$ cat config.mk
export PLATFORM = sky130hd
export DESIGN_NAME = atax_accel_top
export DESIGN_NICKNAME = d
export VERILOG_FILES = /design/src/rtl/atax_accel_top.sv
export SDC_FILE = /design/constraint.sdc
export NUM_CORES = 2
export LEC_CHECK = 0
export ABC_CLOCK_PERIOD_IN_PS = 16000
export CAP_MARGIN = 30
export CORE_AREA = 2 2 434 436
export CTS_CLUSTER_SIZE = 12
export DETAILED_ROUTE_END_ITERATION = 10
export DIE_AREA = 0 0 436 438
export PLACE_DENSITY_LB_ADDON = 0.12
export SYNTH_ARGS = -nofsm -noshare
export SYNTH_HDL_FRONTEND = slang
export SYNTH_SLANG_ARGS = --single-unit
$ cat constraint.sdc
create_clock -name clk -period 16 [get_ports clk]
set_input_delay 3.2 -clock clk [delete_from_list [all_inputs] [get_ports clk]]
set_output_delay 3.2 -clock clk [all_outputs]
set_load 0.05 [all_outputs]
$ cat src/rtl/atax_accel_top.sv
// ATAX kernel y = A^T * (A * x) over three Avalon-MM masters (A, x read; y write).
// Optional feature macro: ATAX_CYCLE_COUNT_EN adds the cycle_count[31:0] output.
module atax_accel_top #(
  parameter int BUS_SIZE  = 64,
  parameter int BUS_BYTES = 8,
  parameter int N         = 4,
  parameter int ADDR_W    = 32
) (
  input  logic                 clk,
  input  logic                 reset,
  input  logic                 coe_start_export,
  output logic                 coe_finish_export,
  output logic                 cso_avmclk_clk,
  output logic                 rso_avmrst_reset,
  output logic                 avm_arg_A_read,
  output logic                 avm_arg_A_write,
  output logic [ADDR_W-1:0]    avm_arg_A_address,
  input  logic [BUS_SIZE-1:0]  avm_arg_A_readdata,
  output logic [BUS_SIZE-1:0]  avm_arg_A_writedata,
  input  logic                 avm_arg_A_waitrequest,
  output logic [BUS_BYTES-1:0] avm_arg_A_byteenable,
  output logic                 avm_arg_x_read,
  output logic                 avm_arg_x_write,
  output logic [ADDR_W-1:0]    avm_arg_x_address,
  input  logic [BUS_SIZE-1:0]  avm_arg_x_readdata,
  output logic [BUS_SIZE-1:0]  avm_arg_x_writedata,
  input  logic                 avm_arg_x_waitrequest,
  output logic [BUS_BYTES-1:0] avm_arg_x_byteenable,
  output logic                 avm_arg_y_read,
  output logic                 avm_arg_y_write,
  output logic [ADDR_W-1:0]    avm_arg_y_address,
  input  logic [BUS_SIZE-1:0]  avm_arg_y_readdata,
  output logic [BUS_SIZE-1:0]  avm_arg_y_writedata,
  input  logic                 avm_arg_y_waitrequest,
  output logic [BUS_BYTES-1:0] avm_arg_y_byteenable
`ifdef ATAX_CYCLE_COUNT_EN
  ,
  output logic [31:0]          cycle_count
`endif
);

  localparam int CW = (N > 1) ? $clog2(N) : 1;
  localparam logic [CW-1:0] LAST_C = CW'(N - 1);
  localparam logic [CW-1:0] ONE_C  = CW'(1);
  localparam logic [CW-1:0] ZERO_C = {CW{1'b0}};

  typedef enum logic [2:0] {
    S_IDLE    = 3'd0,
    S_LOAD_X  = 3'd1,
    S_ROW     = 3'd2,
    S_UPD     = 3'd3,
    S_WRITE_Y = 3'd4,
    S_DONE    = 3'd5
  } state_t;

  function automatic logic [31:0] mac32(input logic [31:0] acc, input logic [31:0] a,
                                        input logic [31:0] b);
    logic [31:0] prod;
    prod = a * b;
    return acc + prod;
  endfunction

  function automatic logic [BUS_SIZE-1:0] sext32(input logic [31:0] v);
    return {{(BUS_SIZE-32){v[31]}}, v};
  endfunction

  state_t          state_r, state_n_s;
  logic [CW-1:0]   row_r, row_n_s;
  logic [CW-1:0]   col_r, col_n_s;
  logic [31:0]     tmp_r;
  logic [31:0]     xbuf_r   [N];
  logic [31:0]     rowbuf_r [N];
  logic [31:0]     ybuf_r   [N];
  logic [31:0]     upd_sum_s;
  logic [31:0]     ywd_s;
  logic [31:0]     a_elem_s;
  logic [31:0]     x_elem_s;
  logic [ADDR_W-1:0] a_addr_s;
  logic [ADDR_W-1:0] x_addr_s;
  logic [ADDR_W-1:0] y_addr_s;
  logic            unused_s;

  assign cso_avmclk_clk   = clk;
  assign rso_avmrst_reset = reset;

  assign avm_arg_A_write     = 1'b0;
  assign avm_arg_A_writedata = {BUS_SIZE{1'b0}};
  assign avm_arg_x_write     = 1'b0;
  assign avm_arg_x_writedata = {BUS_SIZE{1'b0}};
  assign avm_arg_y_read      = 1'b0;

  assign a_elem_s  = avm_arg_A_readdata[31:0];
  assign x_elem_s  = avm_arg_x_readdata[31:0];
  assign upd_sum_s = mac32(ybuf_r[col_r], rowbuf_r[col_r], tmp_r);
  assign unused_s  = ^{avm_arg_A_readdata, avm_arg_x_readdata, avm_arg_y_readdata};

  assign a_addr_s = (ADDR_W'(row_n_s) * ADDR_W'(N) + ADDR_W'(col_n_s)) * ADDR_W'(BUS_BYTES);
  assign x_addr_s = ADDR_W'(col_n_s) * ADDR_W'(BUS_BYTES);
  assign y_addr_s = ADDR_W'(col_n_s) * ADDR_W'(BUS_BYTES);

  // State and loop-counter registers
  always_ff @(posedge clk) begin
    if (reset) begin
      state_r <= S_IDLE;
      row_r   <= ZERO_C;
      col_r   <= ZERO_C;
    end else begin
      state_r <= state_n_s;
      row_r   <= row_n_s;
      col_r   <= col_n_s;
    end
  end

  // Next-state and loop-counter logic; bus steps advance only on a completed transfer
  always_comb begin
    state_n_s = state_r;
    row_n_s   = row_r;
    col_n_s   = col_r;
    case (state_r)
      S_IDLE: begin
        row_n_s = ZERO_C;
        col_n_s = ZERO_C;
        if (coe_start_export) begin
          state_n_s = S_LOAD_X;
        end else begin
          state_n_s = S_IDLE;
        end
      end
      S_LOAD_X: begin
        if (!avm_arg_x_waitrequest) begin
          if (col_r == LAST_C) begin
            state_n_s = S_ROW;
            col_n_s   = ZERO_C;
            row_n_s   = ZERO_C;
          end else begin
            col_n_s = col_r + ONE_C;
          end
        end else begin
          col_n_s = col_r;
        end
      end
      S_ROW: begin
        if (!avm_arg_A_waitrequest) begin
          if (col_r == LAST_C) begin
            state_n_s = S_UPD;
            col_n_s   = ZERO_C;
          end else begin
            col_n_s = col_r + ONE_C;
          end
        end else begin
          col_n_s = col_r;
        end
      end
      S_UPD: begin
        if (col_r == LAST_C) begin
          col_n_s = ZERO_C;
          if (row_r == LAST_C) begin
            state_n_s = S_WRITE_Y;
          end else begin
            state_n_s = S_ROW;
            row_n_s   = row_r + ONE_C;
          end
        end else begin
          col_n_s = col_r + ONE_C;
        end
      end
      S_WRITE_Y: begin
        if (!avm_arg_y_waitrequest) begin
          if (col_r == LAST_C) begin
            state_n_s = S_DONE;
            col_n_s   = ZERO_C;
          end else begin
            col_n_s = col_r + ONE_C;
          end
        end else begin
          col_n_s = col_r;
        end
      end
      S_DONE: begin
        state_n_s = S_IDLE;
        col_n_s   = ZERO_C;
        row_n_s   = ZERO_C;
      end
      default: begin
        state_n_s = S_IDLE;
        col_n_s   = ZERO_C;
        row_n_s   = ZERO_C;
      end
    endcase
  end

  // y write data, forwarding the in-flight update when it targets the element about to be written
  always_comb begin
    if ((state_r == S_UPD) && (col_r == col_n_s)) begin
      ywd_s = upd_sum_s;
    end else begin
      ywd_s = ybuf_r[col_n_s];
    end
  end

  // Operand buffers, row accumulator and result accumulators
  always_ff @(posedge clk) begin
    if (reset) begin
      tmp_r <= 32'd0;
      for (int k = 0; k < N; k++) begin
        xbuf_r[k]   <= 32'd0;
        rowbuf_r[k] <= 32'd0;
        ybuf_r[k]   <= 32'd0;
      end
    end else begin
      case (state_r)
        S_IDLE: begin
          if (coe_start_export) begin
            tmp_r <= 32'd0;
            for (int k = 0; k < N; k++) begin
              ybuf_r[k] <= 32'd0;
            end
          end
        end
        S_LOAD_X: begin
          tmp_r <= 32'd0;
          if (!avm_arg_x_waitrequest) begin
            xbuf_r[col_r] <= x_elem_s;
          end
        end
        S_ROW: begin
          if (!avm_arg_A_waitrequest) begin
            rowbuf_r[col_r] <= a_elem_s;
            tmp_r           <= mac32(tmp_r, a_elem_s, xbuf_r[col_r]);
          end
        end
        S_UPD: begin
          ybuf_r[col_r] <= upd_sum_s;
          if (col_r == LAST_C) begin
            tmp_r <= 32'd0;
          end
        end
        default: begin
          tmp_r <= tmp_r;
        end
      endcase
    end
  end

  // Bus request and finish registers, derived from the next state so they line up with it
  always_ff @(posedge clk) begin
    if (reset) begin
      coe_finish_export    <= 1'b0;
      avm_arg_A_read       <= 1'b0;
      avm_arg_A_address    <= {ADDR_W{1'b0}};
      avm_arg_A_byteenable <= {BUS_BYTES{1'b0}};
      avm_arg_x_read       <= 1'b0;
      avm_arg_x_address    <= {ADDR_W{1'b0}};
      avm_arg_x_byteenable <= {BUS_BYTES{1'b0}};
      avm_arg_y_write      <= 1'b0;
      avm_arg_y_address    <= {ADDR_W{1'b0}};
      avm_arg_y_writedata  <= {BUS_SIZE{1'b0}};
      avm_arg_y_byteenable <= {BUS_BYTES{1'b0}};
    end else begin
      coe_finish_export    <= (state_n_s == S_DONE);
      avm_arg_A_read       <= (state_n_s == S_ROW);
      avm_arg_A_address    <= (state_n_s == S_ROW) ? a_addr_s : {ADDR_W{1'b0}};
      avm_arg_A_byteenable <= (state_n_s == S_ROW) ? {BUS_BYTES{1'b1}} : {BUS_BYTES{1'b0}};
      avm_arg_x_read       <= (state_n_s == S_LOAD_X);
      avm_arg_x_address    <= (state_n_s == S_LOAD_X) ? x_addr_s : {ADDR_W{1'b0}};
      avm_arg_x_byteenable <= (state_n_s == S_LOAD_X) ? {BUS_BYTES{1'b1}} : {BUS_BYTES{1'b0}};
      avm_arg_y_write      <= (state_n_s == S_WRITE_Y);
      avm_arg_y_address    <= (state_n_s == S_WRITE_Y) ? y_addr_s : {ADDR_W{1'b0}};
      avm_arg_y_writedata  <= (state_n_s == S_WRITE_Y) ? sext32(ywd_s) : {BUS_SIZE{1'b0}};
      avm_arg_y_byteenable <= (state_n_s == S_WRITE_Y) ? {BUS_BYTES{1'b1}} : {BUS_BYTES{1'b0}};
    end
  end

`ifdef ATAX_CYCLE_COUNT_EN
  logic [31:0] cycle_count_r;
  assign cycle_count = cycle_count_r;

  // Busy-cycle counter: cleared on an accepted start, saturating, held after finish
  always_ff @(posedge clk) begin
    if (reset) begin
      cycle_count_r <= 32'd0;
    end else if ((state_r == S_IDLE) && coe_start_export) begin
      cycle_count_r <= 32'd0;
    end else if ((state_r != S_IDLE) && (state_r != S_DONE) && (cycle_count_r != 32'hFFFF_FFFF)) begin
      cycle_count_r <= cycle_count_r + 32'd1;
    end else begin
      cycle_count_r <= cycle_count_r;
    end
  end
`endif

endmodule

==> summary.md <==
| Metric | Value |
|---|---|
| # hold bufs at CTS | `0` |
| Hold Path Class | `flop to flop` |
| Core area | `187000 sq um` |
| Routability cong. | `0.777` |
| Post-route setup TNS | `0 ps` |
| DP HPWL | `119000 um` |
| Clk_lat worst skew | `810 ps` |
| Critical Path RT | `12800 ps` |
| Cell Int Power | `0.00500 W` |
| First-pass GRT wire length | `251000 um` |
| Yosys reg bits | `467` |
| Distinct cells, synth | `62` |
| Relative slew slack | `33.6%` |
| Die Wd | `436 um` |
| Initial DRT Pass Iterations | `5` |
| Ports | `519` |
| Final core occ | `32.6%` |
| Largest area contributor in the netlist | `fa_1` |
| Max Cap Viol | `0` |
| Worst-margin pin slew | `995 ps` |
| Final setup viols | `0` |
| Sequential area share after synthesis | `23.7%` |
| Post-synthesis cell count | `5453` |
| PD cells | `160 nW/um^2` |
| Most used DFF post-synth | `edfxtp_1` |
| Crit. End Element | `output pin` |
| Top-count cell post-synth | `inv_1` |
| Placed Cells | `7864` |
| Detail-routed via count per cell | `4.47` |
| Post-synthesis mux area share | `4.47%` |
| Adder-Cell Fraction of Synth Area | `37.2%` |
| Asr flop ratio synth | `0%` |
| Flop pwr share | `14.1%` |
| Power, Total | `0.00975 W` |
| P&R area growth vs syn | `9.45%` |
| Starting Density | `29.8%` |
| Gr usage total | `17.5%` |
| Max VDD drop | `414 uV` |
| Arrival @ worst endpoint | `8940 ps` |
| WS Path Type | `clock port to output pin` |
| Via count | `35700` |
| Max Slew Vio Count | `0` |
| Rows | `159` |
| Worst Setup Start Kind | `clock port` |
| Area fraction in compound gates after synthesis | `3.49%` |
| Post-CTS sizing | `0` |
| PortBufs | `171` |
| Worst-path maximum fanout | `2` |
| Top-area cell type share of the netlist area | `31.5%` |
| Status | `finished, final reports clean` |
| Die area | `191000 sq um` |
| Avg WL per Cell | `20.6 um` |
| Synth area leaders | `fa_1 32%, edfxtp_1 21%, and2_1 7.6%, inv_1 6.9%, ha_1 5.7%` |
| Comb pwr share | `72.0%` |
| Post-Route WL | `165000 um` |
| Switch Pwr | `0.00475 W` |
| Commonest cells in the synthesized netlist | `1027 x inv_1, 876 x fa_1, 672 x and2_1` |
| Worst hold slack | `501 ps` |
| Largest family of logic cells by synthesized area | `adder cells` |
| # DRC | `0` |
| Final hold vios | `0` |
| Post-synth EDFFs | `384` |
| GRT Residual Overflow | `0` |
| Largest net degree at the start of global routing | `79` |
| Final Skew | `76.2 ps` |
| Number of global-route vias before repair | `39200` |
| Final #Nets | `6759` |
| Final ANT Viol Nets | `0` |
| Finished Layout Cells | `7983` |
| Post-synthesis xor/xnor area fraction | `2.77%` |
| CTS tree | `built` |
| Die height | `438 um` |
| Ys Warns | `0` |
| Antenna violations before repair | `11` |
| Synth Area in Simple Gates | `15.6%` |
| Synthesized area per cell | `10.2 sq um` |
| Clk slew on worst S/H paths | `60 ps` |
| Share of cells above drive strength 1 | `5.67%` |
| Post-CTS Setup Bufs | `0` |
| Clock power frac | `13.9%` |
| Iter 0 DRT Violations | `1611` |
| Sw Share | `48.7%` |
| RSZ-0062 raised after global routing | `no` |
| Leakage power total | `26.9 nW` |
| Post-synthesis cell area | `55600 sq um` |
## stage by stage
step	setup WS [ps]	instance area [sq um]
after floorplan	4630	56400
after global placement	4130	58800
after detailed placement	4130	58900
after CTS	3850	60800
after global routing	3850	60900
final	3860	60900
## power groups by stage
| stage | Clock [W] | Combinational [W] | Sequential, W |
|---|---|---|---|
| floorplan | 0.0000135 | 0.00522 | 0.00139 |
| global placement | 0.0000144 | 0.00717 | 0.00140 |
| detailed placement | 0.0000144 | 0.00717 | 0.00140 |
| CTS | 0.00140 | 0.00721 | 0.00137 |
| global route | 0.00145 | 0.00806 | 0.00138 |
| finish | 0.00136 | 0.00702 | 0.00137 |
## registers in the layout (all words and copies together) (netlist names)
| name | cells |
|---|---|
| xbuf_r | 128 |
| avm_arg_y_byteenable | 1 |
| avm_arg_x_address | 2 |
| tmp_r | 32 |
| avm_arg_A_byteenable | 1 |
| col_r | 2 |
| avm_arg_A_address | 4 |
| coe_finish_export | 1 |
| row_r | 2 |
| ybuf_r | 128 |
| avm_arg_y_writedata | 32 |
| avm_arg_x_byteenable | 1 |
| avm_arg_y_address | 2 |
| rowbuf_r | 128 |
| state_r | 3 |
## critical path: stages
cell,delay [ps]
clkbuf_16,120
clkbuf_16,130
clkdlybuf4s50_1,690
## placed cells by master, fill, tap and decap left out, types with 6 or more instances in the layout
master,netlist,routed
a22oi_1,18,18
mux2i_1,39,39
xor2_1,46,46
clkdlybuf4s50_1,0,167
and3_1,93,92
clkbuf_16,0,60
nand2_1,536,532
o311ai_0,10,10
nor2b_1,129,128
buf_4,281,88
mux4_2,90,90
ha_1,252,252
nand3_1,6,6
a31oi_1,8,8
conb_1,1,219
o21a_1,8,8
clkinv_1,2,10
clkbuf_1,259,18
fa_1,876,876
o21ai_0,35,34
clkinv_2,0,8
a211oi_1,72,72
a21oi_1,49,47
nor2_1,173,171
inv_1,1027,1027
edfxtp_1,384,384
diode_2,0,7
nand2b_1,35,35
and2_1,672,672
o21bai_1,8,8
a21o_1,35,35
or2_2,7,7
xnor2_1,123,123
dfxtp_1,83,80
mux2_2,6,6
## cells by family (layout without fill, tap and decap cells)
logic type | Yosys count | after routing
AOI/OAI and AO/OA | 282 | 282
muxes | 135 | 135
DFF | 467 | 467
xor gates and xnor gates | 172 | 172
other | 1 | 226
buffers and inverters | 1597 | 1407
and+or+nand+nor | 1671 | 1671
adders and majority gates | 1128 | 1128
## layout make-up
type	instances	area, sq um
diodes	7	17.5
clock buffers	80	1590
clock inverters	31	349
fillers	19500	126000
inverters	1029	3860
multi-input cells	3607	36200
flip-flops and latches	467	13200
well taps	2495	3120
repair buffers	267	2520
## layer usage
metal,track usage [%],routed length (um)
met1,23.3,73000
met2,30.5,82800
met3,1.75,5210
met4,4.01,3530
met5,0,0
## final timing paths
path | from | to | slack [ps] | cells after the start
worst min-delay path | tmp_r[2] | tmp_r[2] | 500 | 2
worst max-delay path | clk | cso_avmclk_clk | 3860 | 3
worst max register to register | col_r[0] | ybuf_r[3][29] | 6320 | 30
worst min register to register | tmp_r[2] | tmp_r[2] | 500 | 2
Power figures use the tool's default switching activity.
